--- config.mk ---
export PLATFORM = sky130hd
export DESIGN_NAME = crp16_alu_shift_arbiter
export DESIGN_NICKNAME = d
export VERILOG_FILES = /design/src/rtl/crp16_alu_shift_arbiter.sv
export SDC_FILE = /design/constraint.sdc
export NUM_CORES = 1
export LEC_CHECK = 0
export BUFFER_PORTS_ARGS = -buffer_cell sky130_fd_sc_hd__buf_2
export CELL_PAD_IN_SITES_DETAIL_PLACEMENT = 0
export CELL_PAD_IN_SITES_GLOBAL_PLACEMENT = 1
export CORE_UTILIZATION = 29
export CTS_BUF_LIST = sky130_fd_sc_hd__clkbuf_4 sky130_fd_sc_hd__clkbuf_8 sky130_fd_sc_hd__clkbuf_16
export DETAILED_ROUTE_END_ITERATION = 10
export PLACE_DENSITY_LB_ADDON = 0.1
export SLEW_MARGIN = 10
export SYNTH_ARGS = -nofsm -noshare
export SYNTH_HDL_FRONTEND = slang
export SYNTH_SLANG_ARGS = --single-unit
--- constraint.sdc ---
create_clock -name clock -period 4 [get_ports clock]
set_clock_uncertainty 0.05 [all_clocks]
set_input_delay 0.4 -clock clock [delete_from_list [all_inputs] [get_ports clock]]
set_output_delay 0.4 -clock clock [all_outputs]
set_load 0.01 [all_outputs]
--- src/rtl/crp16_alu_shift_arbiter.sv ---
// Shares one 16-bit left barrel shifter between ALU (req0) and address unit (req1); 5-bit amount, >=16 yields 0.
// Latency: accept at T, response valid at T+2; one op in flight, requests stall (ready low) until response is consumed.

module crp16_alu_shifter_left (
    input  logic [15:0] x_i,
    input  logic [3:0]  shamt_i,
    output logic [15:0] y_o
);
    logic [15:0] stage1;
    logic [15:0] stage2;
    logic [15:0] stage4;

    assign stage1 = shamt_i[0] ? {x_i[14:0], 1'b0}    : x_i;
    assign stage2 = shamt_i[1] ? {stage1[13:0], 2'b0} : stage1;
    assign stage4 = shamt_i[2] ? {stage2[11:0], 4'b0} : stage2;
    assign y_o    = shamt_i[3] ? {stage4[7:0], 8'b0}  : stage4;
endmodule

module crp16_alu_shift_arbiter #(
    parameter bit RR_ENABLE = 1'b1
) (
    input  logic        clock,
    input  logic        reset,
    input  logic        req0_valid,
    output logic        req0_ready,
    input  logic [15:0] req0_x,
    input  logic [4:0]  req0_shift,
    input  logic        req1_valid,
    output logic        req1_ready,
    input  logic [15:0] req1_x,
    input  logic [4:0]  req1_shift,
    output logic        rsp0_valid,
    output logic [15:0] rsp0_data,
    input  logic        rsp0_ready,
    output logic        rsp1_valid,
    output logic [15:0] rsp1_data,
    input  logic        rsp1_ready,
    output logic        busy
);
    typedef enum logic [1:0] {IDLE, EXEC, RESP} state_t;

    typedef struct packed {
        logic [15:0] x;
        logic [4:0]  shift;
    } shift_op_t;

    state_t      state_q, state_d;
    shift_op_t   op_q, op_d;
    logic        owner_q, owner_d;
    logic        last_grant_q, last_grant_d;
    logic [15:0] result_q, result_d;

    logic        grant;
    logic        any_req;
    logic        rsp_done;
    logic [15:0] shifter_out;

    crp16_alu_shifter_left u_shifter (
        .x_i     (op_q.x),
        .shamt_i (op_q.shift[3:0]),
        .y_o     (shifter_out)
    );

    // Ties go to whoever did not win last time; fixed-priority builds always favour req0.
    always_comb begin
        grant = 1'b0;
        if (req0_valid && req1_valid) begin
            grant = RR_ENABLE ? ~last_grant_q : 1'b0;
        end else if (req1_valid) begin
            grant = 1'b1;
        end
    end

    assign any_req    = req0_valid || req1_valid;
    assign req0_ready = (state_q == IDLE) && req0_valid && (grant == 1'b0);
    assign req1_ready = (state_q == IDLE) && req1_valid && (grant == 1'b1);
    assign rsp_done   = owner_q ? rsp1_ready : rsp0_ready;

    always_comb begin
        state_d      = state_q;
        op_d         = op_q;
        owner_d      = owner_q;
        last_grant_d = last_grant_q;
        result_d     = result_q;
        case (state_q)
            IDLE: begin
                if (any_req) begin
                    op_d.x       = grant ? req1_x : req0_x;
                    op_d.shift   = grant ? req1_shift : req0_shift;
                    owner_d      = grant;
                    last_grant_d = grant;
                    state_d      = EXEC;
                end
            end
            EXEC: begin
                result_d = op_q.shift[4] ? 16'h0000 : shifter_out;
                state_d  = RESP;
            end
            RESP: begin
                if (rsp_done) begin
                    state_d = IDLE;
                end
            end
            default: state_d = IDLE;
        endcase
    end

    always_ff @(posedge clock) begin
        if (reset) begin
            state_q      <= IDLE;
            op_q         <= '0;
            owner_q      <= 1'b0;
            last_grant_q <= 1'b1;
            result_q     <= 16'h0000;
        end else begin
            state_q      <= state_d;
            op_q         <= op_d;
            owner_q      <= owner_d;
            last_grant_q <= last_grant_d;
            result_q     <= result_d;
        end
    end

    // Non-owner channel is forced to zero so a stale result never leaks across requesters.
    assign rsp0_valid = (state_q == RESP) && !owner_q;
    assign rsp1_valid = (state_q == RESP) && owner_q;
    assign rsp0_data  = rsp0_valid ? result_q : 16'h0000;
    assign rsp1_data  = rsp1_valid ? result_q : 16'h0000;
    assign busy       = (state_q != IDLE);
endmodule

==> metrics.md <==
| Metric | Value |
|---|---|
| WHS | `0.363 ns` |
| VDD IR-drop max | `0.132 mV` |
| Gr usage total | `0.138` |
| Int Pwr | `~0.00074 W` |
| Combinational Power Share | `0.264` |
| Postcts setup bufs | `0` |
| CTS tree | `done` |
| GRT met2 Usage | `0.210` |
| Met1 global-route usage | `0.194` |
| Leakage | `approximately 1.3 nW` |
| Share of the synthesized area in the top cell type | `0.328` |
| Mux share of post-synthesis cell area | `0.266` |
| Netlist Area Pre-Place | `2500 um^2` |
| Final RePlAce weighted congestion | `between 0.8 and 0.9` |
| Cts hold-fix bufs | `0` |
| DRC | `0` |
| Kind of critical path | `flop to flop` |
| Area of the multi-input gates | `1570 um^2` |
| Switch Pwr | `0.000332 W` |
| Largest cells by area after synthesis | `dfxtp_1, mux2i_1, mux4_2, and2_1, a211oi_1` |
| Starting Density | `0.302` |
| Buffers on Ports | `84` |
| Clk root buf | `clkbuf_8` |
| Final Hold Viols | `0` |
| Met3 global-route usage | `0.0322` |
| Final TNS setup | `0 ns` |
| Post-CTS Resized | `0` |
| Tot Pwr | `0.00107 W` |
| CTS clock-pin slew for the worst setup and hold paths | `0.08 ns` |
| Main combinational cell family by area after synthesis | `multiplexers` |
| Clk_lat worst skew | `0.29 ns` |
| Syn Area/Cell | `about 9.4 um^2` |
| Crit end category | `flop` |
| Hold Path Class | `primary input to flop` |
| HPWL after DPL | `4.43 mm` |
| Maximum root-to-sink buffer count | `2` |
| Vias | `around 2,100` |
| Fin nets | `between 300 and 400` |
| Sw Ratio | `0.310` |
| Starting DRT DRC Count | `between 90 and 100` |
| I/O pin count | `85` |
| Relative slew slack | `0.468` |
| Startpoint types | `flop` |
| Pin count of the biggest net entering global routing | `43` |
| Clock power share | `0.263` |
| Commonest non-fill, non-tap cells in the layout | `buf_2, dfxtp_1, mux2i_1` |
| Max_cap viols | `0` |
| CP max FO | `15` |
| Initial antenna violation count | `0` |
| Reg area | `821 um^2` |
| Vias in the first global route | `1,844` |
| Most common cell after layout, fill and taps aside | `buf_2` |
| Synth warn | `0` |
| CP arrival | `between 2 and 2.5 ns` |
| EDFF count, synth | `0` |
| Post-synthesis cell type count | `31` |
| Post-synthesis adder-cell area fraction | `0` |
| Die width | `94.9 um` |
| Antenna diodes | `0` |
| Drt wl/cell | `~13 um` |
| Core area | `8300 um^2` |
| First-pass GRT wire length | `approximately 9.6 mm` |
| Ys async rst share | `0` |
| Fin. max-slew vios | `0` |
| Crit path time final | `2.20 ns` |
| Top FF cell, synth | `dfxtp_1` |
| Die height | `between 90 and 100 um` |
| FILL cells | `roughly 880` |
| Fraction of layout cells with a size suffix above 1 | `0.334` |
| Mapped Cells | `about 270` |
| Clock Sinks | `between 40 and 50` |
| Area leader, netlist | `dfxtp_1` |
| # setup viols final | `0` |
| Synth-to-Final Area Change | `22.8%` |
| Sequential fraction of design power | `0.473` |
| Via-per-instance ratio | `4.84` |
| GR Overflow Total | `0` |
| Share of the yosys chip area belonging to registers | `0.328` |
| First drt pass iteration count | `5` |
| Status | `finished clean` |
| WL final | `between 5 and 6 mm` |
| RSZ-0062 raised after global routing | `false` |
| Worst Tran Pin Value | `0.798 ns` |
| Final worst path period share | `0.549` |
| Die Area | `9010 um^2` |
| Number of nets with antenna violations after routing | `0` |
| Max H-tree Level | `2` |
| Syn Nets | `about 320` |
| CTS Buf Count | `5` |
| Synth Area in XOR/XNOR | `0` |
| GRT Max-Usage Layer | `met2` |
| Flops & latches, synth | `41` |
| Row Count | `33` |
| Synth Area in Compound Gates | `0.164` |
| Post-synthesis simple-gate area fraction | `0.193` |
| Critical Path RT | `4.09 ns` |
| Fmax | `around 0.46 GHz` |
| Power Density | `approximately 350 nW/um^2` |
-- layout make-up --
class                      count  share of cell area
sequential                    41               0.267
timing repair buffer          89               0.149
tap                          105              0.0427
multi-input combinational    198               0.509
inverter                       2             0.00244
clock buffer                   8              0.0297
-- power groups by stage --
stage	Combinational [W]	Clock [W]	Sequential, W
floorplan	0.000238	0	0.000483
global placement	0.000286	0	0.000517
detailed placement	0.000287	0	0.000518
CTS	0.000288	0.000293	0.000508
global route	0.000317	0.000310	0.000517
finish	0.000283	0.000282	0.000507
-- per-layer routing --
metal,part of all wire,up-vias
li1,-,1118
met1,0.52,937
met2,0.41,81
met3,0.054,6
met4,0.012,0
met5,0,-
-- critical path, cell delays in order, from the launching register on --
cell	delay (ns)
dfxtp_1	0.74
buf_4	0.30
mux4_2	0.52
nor2b_1	0.15
o21ai_0	0.19
a21oi_1	0.08
-- cells by family after synthesis --
kind of cell           count (synthesis)
AOI/OAI and AO/OA                     59
muxes                                 49
and+or+nand+nor                       90
DFF                                   41
buffers and inverters                 28
-- sequential cells by signal, indices dropped and copies added, names as in the netlist --
register      flops
op_q             21
result_q         16
state_q           2
last_grant_q      1
owner_q           1
-- path summary, 6_finish.rpt --
path	from	to	slack, ns	cells past startpoint
min reg2reg	result_q[6]	result_q[6]	0.42	2
min	rsp0_ready	state_q[1]	0.36	4
max reg2reg	op_q[0]	result_q[5]	1.80	5
max	op_q[0]	result_q[5]	1.80	5
-- cell usage after synthesis, types with 2 or more instances --
library cell,n
nand3b_1,5
mux4_2,14
a22oi_1,10
o211ai_1,5
a211oi_1,21
nor3b_1,6
nor2_1,33
and2_1,33
buf_2,12
dfxtp_1,41
inv_1,2
clkbuf_1,14
nor2b_1,2
o21ai_0,6
a21oi_1,7
o22ai_1,2
mux2i_1,34
nand2_1,6
o21a_1,2
-- per-stage QoR --
stage / util / setup WS [ns] / area, um^2 / cells
after floorplan: - / 2.27 / 2500 / 267
after global placement: 0.360 / 1.86 / 2980 / 435
after detailed placement: 0.360 / 1.82 / 2980 / 435
after CTS: 0.371 / 1.82 / 3080 / 443
after global routing: 0.371 / 1.64 / 3080 / 443
final: 0.371 / 1.80 / 3080 / 443
No activity file was read; power rests on OpenSTA's default activity.
